### config.mk
export PLATFORM = sky130hd
export DESIGN_NAME = mu0_run_ctrl
export DESIGN_NICKNAME = d
export VERILOG_FILES = /design/src/rtl/mu0_run_ctrl.sv
export SDC_FILE = /design/constraint.sdc
export NUM_CORES = 1
export LEC_CHECK = 0
export ABC_AREA = 1
export CAP_MARGIN = 15
export CORE_ASPECT_RATIO = 1.75
export CORE_UTILIZATION = 36
export CTS_CLUSTER_DIAMETER = 40
export DETAILED_ROUTE_END_ITERATION = 10
export PLACE_DENSITY = 0.64
export SKIP_LAST_GASP = 1
export SYNTH_ARGS = -nofsm -noshare
export SYNTH_HDL_FRONTEND = slang
export SYNTH_SLANG_ARGS = --single-unit
### constraint.sdc
create_clock -name clk -period 1.6 [get_ports clk]
set_input_delay 0.32 -clock clk [delete_from_list [all_inputs] [get_ports clk]]
set_output_delay 0.32 -clock clk [all_outputs]
set_load 0.01 [all_outputs]
### src/rtl/mu0_run_ctrl.sv
// mu0_run_ctrl
//   Run/clock controller sitting directly in front of the mu0 core.
//   - Derives the core's slow clock from the fast system clock according to
//     the UART-selected clock mode (OFF / FAST / SLOW / MANUAL_OFF / MANUAL_ON).
//   - Turns the UART start toggle and the core's done flag into the run enable.
//   - Emits a one-cycle strobe (coreEdge) for each gated core rising edge and
//     counts those edges since the last run start.
//
// Optional feature macro: MU0_RUN_CTRL_WATCHDOG_EN
//   When defined, a run that reaches CYCLE_LIMIT core edges is stopped and
//   timeout is raised. When undefined, timeout is tied low and no limit logic
//   exists.
//
// Ports
//   clk         in   fast system clock
//   rstN        in   synchronous reset, active low
//   clkMode     in   [3:0] 0 OFF, 1 FAST, 2 SLOW, 3 MANUAL_OFF, 4 MANUAL_ON, 5..15 OFF
//   start       in   run request as a level toggle (any change = request)
//   done        in   core halted flag
//   slowClk     out  registered core clock before gating
//   enable      out  registered run enable
//   coreClk     out  slowClk & enable, drives mu0 .clk
//   coreEdge    out  strobe for each slowClk 0->1 while enabled
//   cycleCount  out  [31:0] core rising edges since last run start (saturating)
//   timeout     out  watchdog fired, sticky until the next run start
module mu0_run_ctrl #(
  parameter int unsigned SLOW_DIV    = 6318000,
  parameter int          DIV_W       = 32,
  parameter int unsigned CYCLE_LIMIT = 1000000
) (
  input  logic        clk,
  input  logic        rstN,
  input  logic [3:0]  clkMode,
  input  logic        start,
  input  logic        done,
  output logic        slowClk,
  output logic        enable,
  output logic        coreClk,
  output logic        coreEdge,
  output logic [31:0] cycleCount,
  output logic        timeout
);

  localparam logic [3:0] MODE_FAST      = 4'd1;
  localparam logic [3:0] MODE_SLOW      = 4'd2;
  localparam logic [3:0] MODE_MANUAL_ON = 4'd4;

  localparam logic [DIV_W-1:0] DIV_MAX = DIV_W'(SLOW_DIV);

  typedef enum logic {IDLE = 1'b0, RUN = 1'b1} state_t;

  state_t           state;
  logic [3:0]       mode_q;
  logic [DIV_W-1:0] divider;
  logic             start_q;

  logic             mode_chg;
  logic             slow_nxt;
  logic [DIV_W-1:0] div_nxt;
  logic             toggle;
  logic             wd_hit;
  logic             run_nxt;

  function automatic logic [31:0] sat_inc(input logic [31:0] v);
    return (v == 32'hFFFF_FFFF) ? v : v + 32'd1;
  endfunction

  // Clock generator next state. A mode change zeroes the divider so a new
  // SLOW period always starts with a full half-period.
  always_comb begin
    mode_chg = (clkMode != mode_q);
    slow_nxt = 1'b0;
    div_nxt  = divider;
    case (clkMode)
      MODE_FAST:      slow_nxt = ~slowClk;
      MODE_SLOW: begin
        slow_nxt = slowClk;
        if (!mode_chg) begin
          if (divider == DIV_MAX) begin
            div_nxt  = '0;
            slow_nxt = ~slowClk;
          end else begin
            div_nxt = divider + DIV_W'(1);
          end
        end
      end
      MODE_MANUAL_ON: slow_nxt = 1'b1;
      default:        slow_nxt = 1'b0;
    endcase
    if (mode_chg) div_nxt = '0;
  end

  assign toggle = (start != start_q);

`ifdef MU0_RUN_CTRL_WATCHDOG_EN
  localparam logic [31:0] LIMIT = 32'(CYCLE_LIMIT);

  assign wd_hit = (state == RUN) && (cycleCount >= LIMIT);

  // Sticky until a new run request; a request in the same cycle wins.
  always_ff @(posedge clk) begin
    if (!rstN)       timeout <= 1'b0;
    else if (toggle) timeout <= 1'b0;
    else if (wd_hit) timeout <= 1'b1;
  end
`else
  assign wd_hit  = 1'b0;
  assign timeout = 1'b0;
`endif

  // Enable value the FSM will hold after this edge; the edge strobe must use
  // it so no strobe is produced for an edge that lands as the run stops.
  assign run_nxt = toggle || ((state == RUN) && !wd_hit && !done);

  always_ff @(posedge clk) begin
    if (!rstN) begin
      slowClk <= 1'b0;
      divider <= '0;
      mode_q  <= clkMode;
    end else begin
      slowClk <= slow_nxt;
      divider <= div_nxt;
      mode_q  <= clkMode;
    end
  end

  // Run FSM. A start present during reset is captured so it is not a request.
  always_ff @(posedge clk) begin
    if (!rstN) begin
      state      <= IDLE;
      start_q    <= start;
      coreEdge   <= 1'b0;
      cycleCount <= '0;
    end else begin
      start_q  <= start;
      coreEdge <= ~slowClk & slow_nxt & run_nxt;
      if (toggle)             cycleCount <= '0;
      else if (coreEdge)      cycleCount <= sat_inc(cycleCount);
      if (toggle)             state <= RUN;
      else if (wd_hit)        state <= IDLE;
      else if (state == RUN && done) state <= IDLE;
    end
  end

  assign enable  = (state == RUN);
  assign coreClk = slowClk & enable;

endmodule

# [After elaboration in Yosys (flattened, before gate mapping)]
# Cells that the tools add are included.
[op_classes] n_reduce_logical=8 div_mod_pow=0 mux=6 mul=0 bitwise_logic=6 n_shift=0 n_eq_ne=7 magnitude_cmp=0 n_addsub=2
[op_table] cell="$add 32x1->32 const B" count=2
[op_table] cell="$eq 32x23->1 const B" count=1
[op_table] cell="$eq 32x32->1 const B" count=1
[op_table] cell="$mux 32" count=1
[op_table] cell="$eq 4x1->1 const B" count=1
[op_table] cell="$eq 4x2->1 const B" count=1
[op_table] cell="$eq 4x3->1 const B" count=1
[op_table] cell="$mux 1" count=4
[op_table] cell="$ne 4x4->1" count=1
[op_table] cell="$reduce_or 2->1" count=2
[op_table] cell="$and 1x1->1" count=3
[op_table] cell="$not 1->1" count=3
[op_table] cell="$pmux 1 s3" count=1
[op_table] cell="$logic_and 1x1->1" count=2
[op_table] cell="$reduce_and 2->1" count=1
[op_table] cell="$reduce_bool 2->1" count=1
[op_table] cell="$logic_not 1->1" count=1
[op_table] cell="$logic_or 1x1->1" count=1
[op_table] cell="$ne 1x1->1" count=1
[word_totals] elab_cells=36 ram_bits=0 in_bits=8 reg_bits=72 output_inout_bits=37 latch_bits=0 mem_count=0 rom_bits=0

# [Logic depth before layout (Yosys ltp)]
# Gate-level depths: netlist (run 1).
[depth] ltp_word=6 depth_mapped=11

# [Worst setup path before layout (run 1)]
# OpenSTA, ideal clock, no wires.
[synth_timing] kind="register to register" start="reg cycleCount[1]" end="reg cycleCount[2]" path_slack_ns=-0.102 arrival_time_ns=1.635 setup_ns=0.066 path_stages_with_launch=12 required_time_ns=1.534 period_less_slack_ns=1.702 cell_sequence="dfxtp_1 > ha_1 > nand3_2 > inv_2 > nand2_2 > nor2_4 > nand2_4 > nand2_4 > buf_8 > buf_12 > nand2_1 > a21oi_2"
[synth_via] elab_chain_cells=3
[synth_lines] item="start: declaration" line_no="40" source="output logic [31:0] cycleCount,"
[synth_lines] item="start signal: assignment" line_no="138" source="else if (coreEdge) cycleCount <= sat_inc(cycleCount);"
[synth_lines] item="branches (longest 3 deep; another with $add 32x1->32)"
# Parallel ways; which one is timed is not known.
# A chain may end at the register's enable or synchronous reset.

# [Worst setup path in the final report (run 1)]
[layout_timing] start="reg divider[0]" end="reg divider[8]"
[layout_via] elab_chain_cells=2
[layout_lines] item="start: declaration" line_no="54" source="logic [DIV_W-1:0] divider;"
[layout_lines] item="start signal: assignment" line_no="122" source="divider <= div_nxt;"
[layout_lines] item="$add 32x1->32 or $eq 32x23->1 (tied branches)" line_no="83, 79"
[layout_lines] item="$mux 32 *" line_no="79" source="if (divider == DIV_MAX) begin"
# Mark *: on every way between the ends. The rest lies on a longest branch, timed or not.

==> out/qor.yml, run 1 <==
logic_synthesis:
  yosys.area.top_type: "dfxtp_1"
  synth_area_um2: 4420
  synth-edff-count: 0
  synth_top_area_share_pct: 32.6
  synth_compound_area_share_pct: 7.51
  syn_nets: 721
  syn_avg_cell_area_um2: 6.22
  synth_top_family_by_area: "simple AND/OR/NAND/NOR gates"
  netlist_instances: 710
  synth_cell_type_count: 37
  async_flop_share_pct: 0
  ys_top_cells_by_area: "dfxtp_1, nand2_1, nor2_1, inv_1, xor2_1"
  synth-seq-cells: 72
  synth-adder-area-share_pct: 0.850
  ys_seq_area_share_pct: 32.6
  synthMostInstantiatedCell: "nand2_1"
  synth_common_cells: "nand2_1, nor2_1, inv_1"
  synth_simple_gate_area_share_pct: 43.3
  yosysWarnings: 0
  synth_xor_area_share_pct: 6.94
  synth_ff_type: "dfxtp_1"
  synthMuxAreaShare_pct: 0
route:
  wl_met1_um: 4930
  maxUsedRoutingLayer: "met4"
  post_drt_wl_per_cell_um: 13.6
  wl_um: 14300
  ant_nets: 0
  drt_iter0_drc: 152
  wl_met3_um: 446
  dr_wl_met2_um: 7790
  vias: 5065
  via_per_inst: 4.83
  drc: 0
  drtPass1Iterations: 5
clock_tree:
  clock_path_buffers: 2
  cts_buffers: 9
  path_clk_slew_ns: 0.06
  cts_tree: "yes"
  cts_max_level: 3
  cts.hold.buffers_added: 0
  ctsRootBufferMaster: "clkbuf_16"
  cts_sinks: 72
  insertion_delay_ns: 0.34
floorplanning:
  core_um2: 12000
  die_y_um: 149
  fp.dieW_um: 85.7
  dieArea_um2: 12700
  rows: 53
  initial_core_util_pct: 36.8
  num_io_pins: 45
setup_path:
  arrival_ns: 1.80
  cpPeakStageDelay_ns: 0.38
  worstPathCellList: "ha_4, nand3_4, nor2_4, nand3_4, buf_6, buf_4, xor2_1, nor2_1"
  critPathRequiredTime_ns: 1.82
  startpoint_type: "flip-flop"
  path_max_fanout: 4
  crit_path_end_kind: "flip-flop"
  path_delay_family: "simple AND/OR/NAND/NOR gates"
  critPathBufInv: 2
  crit_slowest_cell: "dfxtp_4"
  crit_top_cell: "nand3_4"
  crit_type: "reg -> reg"
placement:
  port_buffers: 43
  dpl.hpwl_um: 11000
  dpl_cell_area_um2: 5900
  gp_congestion: 0.929
timing:
  period_share_pct: 98.4
  fmax_mhz: 635
  period_needed_ns: 1.57
  finalSetupViolCount: 0
  fin_skew_ns: 0.00538
  hold_viol_final: 0
  rsz0062_at_grt: "true"
  hold_slack_ns: 0.314
  slew_violations: 0
grt:
  first_global_vias: 5021
  gr-total-overflow: 0
  grt_pass1_wl_um: 22800
  grt_max_degree: 27
  antenna_found_initial: 0
  grt.total_usage_pct: 23.4
pwr:
  net-switching-power_uw: 894
  p_clk_share_pct: 50.8
  p_leak_nw: 2.68
  intPower_mw: 3.12
  power_density_nw_per_um2: 615
  swShare_pct: 22.3
  sequentialPowerShare_pct: 44.8
  comb_power_share_pct: 4.4
  peakVddDrop_mv: 0.452
final_layout:
  drive_gt1_share_pct: 28.8
  areaGrowthSynthToFinish_pct: 48.0
  antenna_cells: 0
  fin_area_um2: 6540
  nets: 889
  n_fill_cell: 1202
  regArea_um2: 1500
  multi_input_area_um2: 2840
job:
  drv_cap: 0
outcome:
  status: "complete, no violations"
min_path:
  hp-class: "in -> reg"
==> logic make-up after synthesis <==
group                      after synthesis
AOI/OAI and AO/OA                       55
xor gates and xnor gates                35
adders and majority gates                3
buffers and inverters                   91
DFF                                     72
other                                    1
and+or+nand+nor                        453
==> routing by layer <==
layer	track usage, %	up-vias
met1	20.9	2285
met2	45.6	150
met5	0	-
li1	-	2558
met4	17.4	0
met3	3.55	72
==> final cells by class <==
| type | count | share of cell area, % |
|---|---|---|
| repair buffers | 167 | 21.0 |
| flip-flops and latches | 72 | 23.0 |
| clock inverters | 4 | 0.823 |
| multi-input cells | 547 | 43.5 |
| inverters | 81 | 4.77 |
| clock buffers | 12 | 3.77 |
| well taps | 165 | 3.16 |
==> layout by cell type (no fill, tap or decap), types with 19 or more instances in the layout <==
cell type and n:
a21oi_1 30, buf_4 117, dfxtp_1 39, dfxtp_2 25, dlygate4sd2_1 37, inv_1 69
nand2_1 219, nand3_1 28, nor2_1 112, xor2_1 19
==> registers in the layout, summed over array words and instances (netlist names) <==
| register | cells |
|---|---|
| cycleCount | 32 |
| divider | 32 |
| mode_q | 4 |
| coreEdge | 1 |
| enable | 1 |
| slowClk | 1 |
| start_q | 1 |
==> worst reg2reg max path: stages, from the launching register on <==
cell     delay [ns]
dfxtp_4        0.38
ha_4           0.15
nand3_4        0.08
nor2_4         0.14
nand3_4        0.14
buf_6          0.15
buf_4          0.12
xor2_1         0.22
nor2_1         0.07
==> repair_timing <==
action | in CTS | in global routing
setup endpoints to repair | 89 | 62
endpoints found under the hold margin | 0 | 0
buffers inserted | 1 | 9
gates cloned | 0 | 0
pin swaps | 5 | 30
resized for setup | 73 | 83
==> worst paths after layout <==
kind | from | to | slack, ns | cells after the start
max reg2reg | divider[0] | divider[8] | 0.03 | 8
max | divider[0] | divider[8] | 0.03 | 8
min reg2reg | cycleCount[7] | cycleCount[7] | 0.51 | 2
min | clkMode[2] | mode_q[2] | 0.31 | 1
==> power groups by stage <==
stage / clock network (mW) / logic, mW / registers (mW)
3_5_place_dp: 0 / 0.181 / 1.85
4_1_cts: 2.09 / 0.179 / 1.81
2_1_floorplan: 0 / 0.0848 / 1.85
3_3_place_gp: 0 / 0.181 / 1.85
6_report: 2.04 / 0.178 / 1.80
5_1_grt: 2.17 / 0.194 / 1.80
==> stage by stage <==
step | utilization (%) | power (mW) | instances | worst slack (ns) | TNS [ns]
after CTS | 52.2 | 4.08 | 1041 | -0.0676 | -0.0821
final | 54.5 | 4.02 | 1048 | 0.0253 | 0
after global routing | 54.5 | 4.16 | 1048 | -0.0442 | -0.271
after global placement | 49.2 | 2.03 | 1024 | -0.379 | -10.02
after detailed placement | 49.2 | 2.03 | 1024 | -0.462 | -10.90
after floorplan | - | 1.94 | 710 | 0.0233 | 0
Power figures use the tool's default switching activity.
==> run 2, diff against run 1 <==
--- a/config.mk
+++ b/config.mk
@@ -10,8 +10,10 @@
 export CORE_ASPECT_RATIO = 1.75
 export CORE_UTILIZATION = 36
 export CTS_CLUSTER_DIAMETER = 40
+export CTS_CLUSTER_SIZE = 25
 export DETAILED_ROUTE_END_ITERATION = 10
-export PLACE_DENSITY = 0.64
+export DONT_BUFFER_PORTS = 1
+export PLACE_DENSITY = 0.59
 export SKIP_LAST_GASP = 1
 export SYNTH_ARGS = -nofsm -noshare
 export SYNTH_HDL_FRONTEND = slang
==> out/qor.yml, run 2 (synthesis gave the netlist of run 1 again) <==
outcome:
  status: "complete, no violations"  # unchanged
floorplanning:
  dieArea_um2: 12700  # unchanged
  rows: 53  # unchanged
  num_io_pins: 45  # unchanged
  core_um2: 12000  # unchanged
  fp.dieW_um: 85.7  # unchanged
  die_y_um: 149  # unchanged
  initial_core_util_pct: 36.8  # unchanged
setup_path:
  critPathBufInv: 3  # was 2
  critPathRequiredTime_ns: 1.84  # was 1.82 ns
  timing.rr.start: "cycleCount[1]"  # was divider[0]
  r2r_setup_slack_ns: 0.01  # was 0.03 ns
  reg2regPathDepth: 11  # was 8
  arrival_ns: 1.82  # was 1.80 ns
  cpPeakStageDelay_ns: 0.36  # was 0.38 ns
  path_max_fanout: 3  # was 4
  critPathLaunch: "cycleCount[1]"  # was divider[0]
  crit_top_cell: "nor2_1"  # was nand3_4
  crit_type: "reg -> reg"  # unchanged
  crit_path_end_kind: "flip-flop"  # unchanged
  path_delay_family: "simple AND/OR/NAND/NOR gates"  # unchanged
  crit_slowest_cell: "dfxtp_4"  # unchanged
  crit_cells: 11  # was 8
  startpoint_type: "flip-flop"  # unchanged
  timing.rr.end: "cycleCount[24]"  # was divider[8]
  endpoint: "cycleCount[24]"  # was divider[8]
  worstPathCellList: "ha_4, nand3_2, inv_2, nand2_4, buf_4, inv_1, nand2_2, nor2_4, nand4_1, nor2_1, nor2_1"  # was ha_4, nand3_4, nor2_4, nand3_4, buf_6, buf_4, xor2_1, nor2_1
clock_tree:
  cts_max_level: 3  # unchanged
  path_clk_slew_ns: 0.06  # about the same
  insertion_delay_ns: 0.34  # about the same
  cts_tree: "yes"  # unchanged
  cts_buffers: 9  # unchanged
  cts_sinks: 72  # unchanged
  clock_path_buffers: 2  # unchanged
  ctsRootBufferMaster: "clkbuf_16"  # unchanged
pwr:
  intPower_mw: 3.23  # was 3.12 mW
  swShare_pct: 22.4  # was 22.3%
  p_leak_nw: 2.32  # was 2.68 nW
  net-switching-power_uw: 929  # was 894 uW
  peakVddDrop_mv: 0.498  # was 0.452 mV
  sequentialPowerShare_pct: 43.5  # was 44.8%
  comb_power_share_pct: 3.6  # was 4.4%
  p_clk_share_pct: 52.8  # was 50.8%
  power_density_nw_per_um2: 682  # was 615 nW/um2
timing:
  fmax_mhz: 630  # was 635 MHz
  period_needed_ns: 1.59  # was 1.57 ns
  rsz0062_at_grt: "true"  # unchanged
  slew_violations: 0  # unchanged
  period_share_pct: 99.2  # was 98.4%
  hold_slack_ns: 0.182  # was 0.314 ns
  timing.final.ws_setup_ns: 0.0136  # was 0.0253 ns
  finalSetupViolCount: 0  # unchanged
  hold_viol_final: 0  # unchanged
  fin_skew_ns: 0.00800  # was 0.00538 ns
placement:
  pre_cts_slack_ns: -0.117  # was -0.462 ns
  gp_congestion: 0.956  # was 0.929
  dpl.hpwl_um: 10900  # was 11,000 um
  port_buffers: 0  # was 43
final_layout:
  areaGrowthSynthToFinish_pct: 38.0  # was 48.0%
  nets: 831  # was 889
  top_regs: "cycleCount x32, divider x32, mode_q x4"  # unchanged
  n_fill_cell: 1167  # was 1,202
  final_cell_mix: "nand2_1, nor2_1, buf_4"  # was nand2_1, buf_4, nor2_1
  drive_gt1_share_pct: 28.4  # was 28.8%
  antenna_cells: 0  # unchanged
  multi_input_area_um2: 2880  # was 2840 um2
  mostFrequentLayoutCell: "nand2_1"  # unchanged
  regArea_um2: 1490  # was 1500 um2
grt:
  grt_max_degree: 27  # unchanged
  grt_pass1_wl_um: 22600  # was 22,800 um
  grt.total_usage_pct: 23.1  # was 23.4%
  gr-total-overflow: 0  # unchanged
  antenna_found_initial: 0  # unchanged
  first_global_vias: 4839  # was 5,021
route:
  drc: 0  # unchanged
  vias: 4862  # was 5,065
  ant_nets: 0  # unchanged
  wl_um: 14300  # about the same
  drtPass1Iterations: 4  # was 5
  post_drt_wl_per_cell_um: 14.5  # was 13.6 um
  via_per_inst: 4.91  # was 4.83
  drt_iter0_drc: 181  # was 152
min_path:
  hp-class: "in -> reg"  # unchanged
job:
  drv_cap: 0  # unchanged
==> run 2: changes by cell type in the layout (fill, tap and decap cells not counted), sizes merged, moves of 2 or more <==
cell | before | now
buf | 124 | 104
dlygate4sd3 | 0 | 5
clkinv | 3 | 5
clkbuf | 12 | 10
dlygate4sd2 | 37 | 0
clkdlybuf4s50 | 5 | 0
==> run 2: layout make-up <==
class	instances	area share (%)
inverters	81	5.21
repair buffers	109	14.5
flip-flops and latches	72	24.4
well taps	165	3.39
clock inverters	6	1.54
clock buffers	10	3.76
multi-input cells	547	47.2
==> run 2: worst min path at each step <==
stage / from / to / cells past startpoint
after floorplan: clkMode[0] / mode_q[0] / 0
after detailed placement: start / start_q / 0
after global placement: start / start_q / 0
after CTS: rstN / slowClk / 2
final: done / enable / 3
after global routing: done / enable / 3
==> run 2: power groups by stage <==
stage,Sequential [mW],Clock [mW],Combinational [mW]
2_1_floorplan,1.85,0,0.0848
3_3_place_gp,1.85,0,0.122
3_5_place_dp,1.85,0,0.123
4_1_cts,1.81,2.25,0.133
5_1_grt,1.81,2.31,0.163
6_report,1.81,2.20,0.151
==> run 2: worst reg2reg max path: cells and delay by family (launching register included) <==
family / cells / cell delay, ns
fa+ha+maj: 1 / 0.14
buf+inv: 3 / 0.29
flops: 1 / 0.36
simple gates: 7 / 0.69
==> run 2: through the flow <==
stage          std cells  total power, mW  cell area, um2  setup TNS [ns]  utilization (%)
2_1_floorplan        710             1.94            4430               0                -
3_3_place_gp         963             1.98            5300          -0.882             44.1
3_5_place_dp         963             1.98            5300           -1.11             44.1
4_1_cts              986             4.19            5730          -0.147             47.8
5_1_grt              990             4.29            6090          -0.345             50.8
6_report             990             4.16            6090               0             50.8
==> run 2: repair_timing <==
| action | CTS | global route |
|---|---|---|
| hold endpoints to repair | 5 | 0 |
| endpoints found under the setup margin | 34 | 62 |
| setup buffers | 2 | 3 |
| pin swaps | 3 | 26 |
| gates cloned | 0 | 1 |
| hold buffers | 5 | 0 |
| gates resized for setup | 15 | 109 |
==> run 2: layer usage <==
metal / share of wire, % / track usage [%] / vias to the layer above
li1: - / - / 2436
met1: 34 / 20.4 / 2229
met2: 55 / 44.5 / 133
met3: 4.1 / 4.61 / 64
met4: 7.4 / 17.3 / 0
met5: 0 / 0 / -
==> run 3, diff against run 2 <==
--- a/config.mk
+++ b/config.mk
@@ -8,6 +8,7 @@
 export ABC_AREA = 1
 export CAP_MARGIN = 15
 export CORE_ASPECT_RATIO = 1.75
+export CORE_MARGIN = 1
 export CORE_UTILIZATION = 36
 export CTS_CLUSTER_DIAMETER = 40
 export CTS_CLUSTER_SIZE = 25
==> results of run 3 <==
The final DEF is identical to that of run 2; final timing and power are the same.
==> edit 1 (flow settings as in run 3) <==
Register the output `enable`, without a reset; this adds one clock of latency there. The other outputs are not delayed to match. Comments in the files are not updated.
--- a/src/rtl/mu0_run_ctrl.sv
+++ b/src/rtl/mu0_run_ctrl.sv
@@ -48,6 +48,8 @@
   localparam logic [DIV_W-1:0] DIV_MAX = DIV_W'(SLOW_DIV);
 
   typedef enum logic {IDLE = 1'b0, RUN = 1'b1} state_t;
+
+  logic enable_d;
 
   state_t           state;
   logic [3:0]       mode_q;
@@ -142,8 +144,12 @@
     end
   end
 
-  assign enable  = (state == RUN);
-  assign coreClk = slowClk & enable;
+  assign enable_d = (state == RUN);
+  assign coreClk = slowClk & enable_d;
+
+  always_ff @(posedge clk) begin
+    enable <= enable_d;
+  end
 
 endmodule
 
Behaviour: not the same (a bounded check fails within 4 cycles, from zero or initial values and one cycle with rstN low).
==> edit 1 against run 3 <==
- non-clock buffer count fell by 5
- sequential cell count rose by 1
- cell area fell by 0.45%
- first-iteration DRC count rose by 1.7%
- area after synthesis rose by 0.45%
- power fell by 4.6%
- critical endpoint is now cycleCount[4]$_SDFFE_PP0P_
- setup slack improved by 0.021 ns
- combinational power rose by 3%
- clock power fell by 10%
- critical path depth fell by 2
- routed wire length rose by 4.3%
==> edit 1: results (changes against run 3) <==
result of the run: finished, final reports clean
Worst R2R Start: cycleCount[8]$_SDFFE_PP0P_
post-CTS setup buffers: 0 (-2)
met1 Use GR: 20.8% (+0.44 points)
post-DR wirelength/cell: 15.2 um (+4.7%)
placed instance count: 959 (-0.42%)
CP Max Fanout: 8 (+5)
LEAKAGE: 2.30 nW (-0.83%)
wire length on met1: 5030 um (+4.7%)
met2 Usage GRT: 44.7% (+0.24 points)
vias per cell: 4.93 (+0.32%)
vias in the first global route: 4861 (+0.45%)
Commonest cells post-synth: 230 x nand2_1, 133 x nor2_1, 75 x inv_1
# nets final: 827 (-0.48%)
global-route wire length before repair: 22700 um (+0.55%)
DP Area: 5290 um2 (about the same)
Hold Slack: 0.177 ns (-0.00468 ns)
Seq/Total Area, Yosys: 32.9% (+0.30 points)
VDD IR max: 0.000658 V (+32%)
WL met2: 8210 um (+4.1%)
met3 WL: 574 um (-1.4%)
Setup crit end: cycleCount[4]$_SDFFE_PP0P_
router iterations before antenna repair: 5 (+1)
share of layout cells above drive strength 1: 28.3% (-0.11 points)
r2r setup slk: 0.03 ns (+0.02 ns)
clk_skew: 0.00928 ns (+0.00127 ns)
RR Endpoint: cycleCount[4]$_SDFFE_PP0P_
pre-CTS setup slack: -0.106 ns (+0.0106 ns)
Post-Syn Area per Cell: 6.24 um2 (+0.31%)
-- edit 1: final cells by class --
class                   instances  area (um2)
multi-input cells             547        2860
fillers                      1173        5940
repair buffers                104         882
clock inverters                 6        42.5
inverters                      81         320
well taps                     165         206
clock buffers                  10         239
flip-flops and latches         73        1510
-- edit 1: cell families (layout without fill, tap and decap cells) --
group / count (synthesis) / after routing / share of synthesized area, %
DFF: 73 / 73 / 32.9
other: 1 / 1 / 0.0845
adders and majority gates: 3 / 3 / 0.846
and+or+nand+nor: 453 / 453 / 43.1
buffers and inverters: 91 / 201 / 8.60
xor gates and xnor gates: 35 / 35 / 6.91
AOI/OAI and AO/OA: 55 / 55 / 7.47
-- edit 1: critical path: stages (launching register included) --
cell and delay, ns:
dfxtp_2 0.38, nand2_1 0.15, nor2_2 0.17, nand2_2 0.09
nor2_4 0.15, nand2_4 0.09, nand2_8 0.13, clkbuf_16 0.17
nand2_1 0.06, a21oi_2 0.13
==> edit 2 (config.mk and constraints of run 3) <==
Made on the original files. The parameter `SLOW_DIV` goes from 6318000 to 4194304.
--- a/src/rtl/mu0_run_ctrl.sv
+++ b/src/rtl/mu0_run_ctrl.sv
@@ -24,7 +24,7 @@
 //   cycleCount  out  [31:0] core rising edges since last run start (saturating)
 //   timeout     out  watchdog fired, sticky until the next run start
 module mu0_run_ctrl #(
-  parameter int unsigned SLOW_DIV    = 6318000,
+  parameter int unsigned SLOW_DIV    = 4194304,
   parameter int          DIV_W       = 32,
   parameter int unsigned CYCLE_LIMIT = 1000000
 ) (
Behaviour: same outputs for any inputs over 10 cycles, from zero or initial values and one cycle with rstN low; that may be too few to reach the edited logic, so the function may still have changed.
==> edit 2 against run 3 <==
- area after synthesis is 1.3% lower
- power up 4.8%
- die area down 1.2%
- setup slack gained 0.026 ns
- routed wire length up 0.82%
- sequential cell count stayed put
- cell area decreased by 1.3%
- clock power grew 9%
- critical path type unchanged
- largest power group unchanged
- highest routed layer unchanged
==> edit 2: results (changes against run 3) <==
result of the run: finished, final reports clean
VDD IR max: 0.000431 V (-13%)
pre-CTS setup slack: -0.202 ns (-0.0851 ns)
DP Area: 5180 um2 (-2.2%)
PwrDens: 724 nW/um2 (+6.2%)
RR Endpoint: cycleCount[16]$_SDFFE_PP0P_
clk_skew: 0.00481 ns (-0.00320 ns)
global-route wire length before repair: 21600 um (-4.1%)
met2 Usage GRT: 43.6% (-0.85 points)
DRT iter0 DRCs: 187 (+3.3%)
CP Max Fanout: 7 (+4)
Seq/Total Area, Yosys: 33.1% (+0.42 points)
Global Route Usage Sum: 22.3% (-0.71 points)
placed instance count: 919 (-4.6%)
Switching Share: 20.8% (-1.6 points)
vias in the first global route: 4661 (-3.7%)
wire length on met1: 5000 um (+4.0%)
largest cells by area after synthesis: dfxtp_1 33%, nand2_1 20%, nor2_1 11%
final core occ: 51.4% (+0.60 points)
vias per cell: 5.09 (+3.7%)
post-DR wirelength/cell: 15.2 um (+5.3%)
RePlAce Congestion: 0.930 (-2.7%)
met1 Use GR: 19.6% (-0.75 points)
r2r setup slk: 0.04 ns (+0.03 ns)
met3 usage: 4.19% (-0.42 points)
router iterations before antenna repair: 5 (+1)
LEAKAGE: 2.32 nW (about the same)
share of layout cells above drive strength 1: 30.1% (+1.8 points)
Via Count: 4828 (-0.70%)
Worst R2R Start: cycleCount[30]$_SDFFE_PP0P_
# nets final: 819 (-1.4%)
largest net degree at the start of global routing: 30 (+11%)
Commonest cells post-synth: 236 x nand2_1, 127 x nor2_1, 72 x dfxtp_1
==> edit 2: final cells by class <==
cell class,count,area (um2)
well taps,135,169
multi-input cells,545,2850
clock buffers,11,253
clock inverters,5,103
flip-flops and latches,72,1490
inverters,74,285
fillers,1143,5690
repair buffers,106,867
==> edit 2: cell families (layout without fill, tap and decap cells) <==
group | count (synthesis) | count (layout) | synth area share [%]
AND/OR/NAND/NOR | 462 | 462 | 45.3
other | 1 | 1 | 0.0860
adder cells (fa/ha/maj) | 3 | 3 | 0.861
AO/OA/AOI/OAI | 53 | 53 | 7.26
XOR/XNOR | 26 | 26 | 5.22
flip-flops | 72 | 72 | 33.1
buffers and inverters | 85 | 196 | 8.21
==> edit 2: how the worst min path moves through the flow <==
stage	start	endpoint	slack, ns	depth (start not counted)
floorplan	clkMode[0]	mode_q[0]$_DFF_P_	0.35	0
global placement	start	start_q$_DFF_P_	0.35	0
detailed placement	start	start_q$_DFF_P_	0.35	0
CTS	rstN	slowClk$_SDFF_PN0_	0.15	2
global route	rstN	slowClk$_SDFF_PN0_	0.16	2
finish	rstN	slowClk$_SDFF_PN0_	0.16	2
==> edit 2: critical path, stage by stage, from the launching register on <==
cell and delay [ns]:
dfxtp_2 0.36, nand2_4 0.08, nor3_4 0.25, nand2_2 0.11, nor2_4 0.11, nand2_4 0.08, nand2_8 0.12, clkbuf_16 0.17
nand2_1 0.05, a21oi_1 0.15
==> edit 2: timing repair <==
item / in CTS / in global routing
hold endpoints to repair: 5 / 0
pin swaps: 4 / 26
cloned: 0 / 3
setup endpoints to repair: 43 / 57
resized for setup: 15 / 98
hold buffers: 5 / 0
buffers inserted: 1 / 4
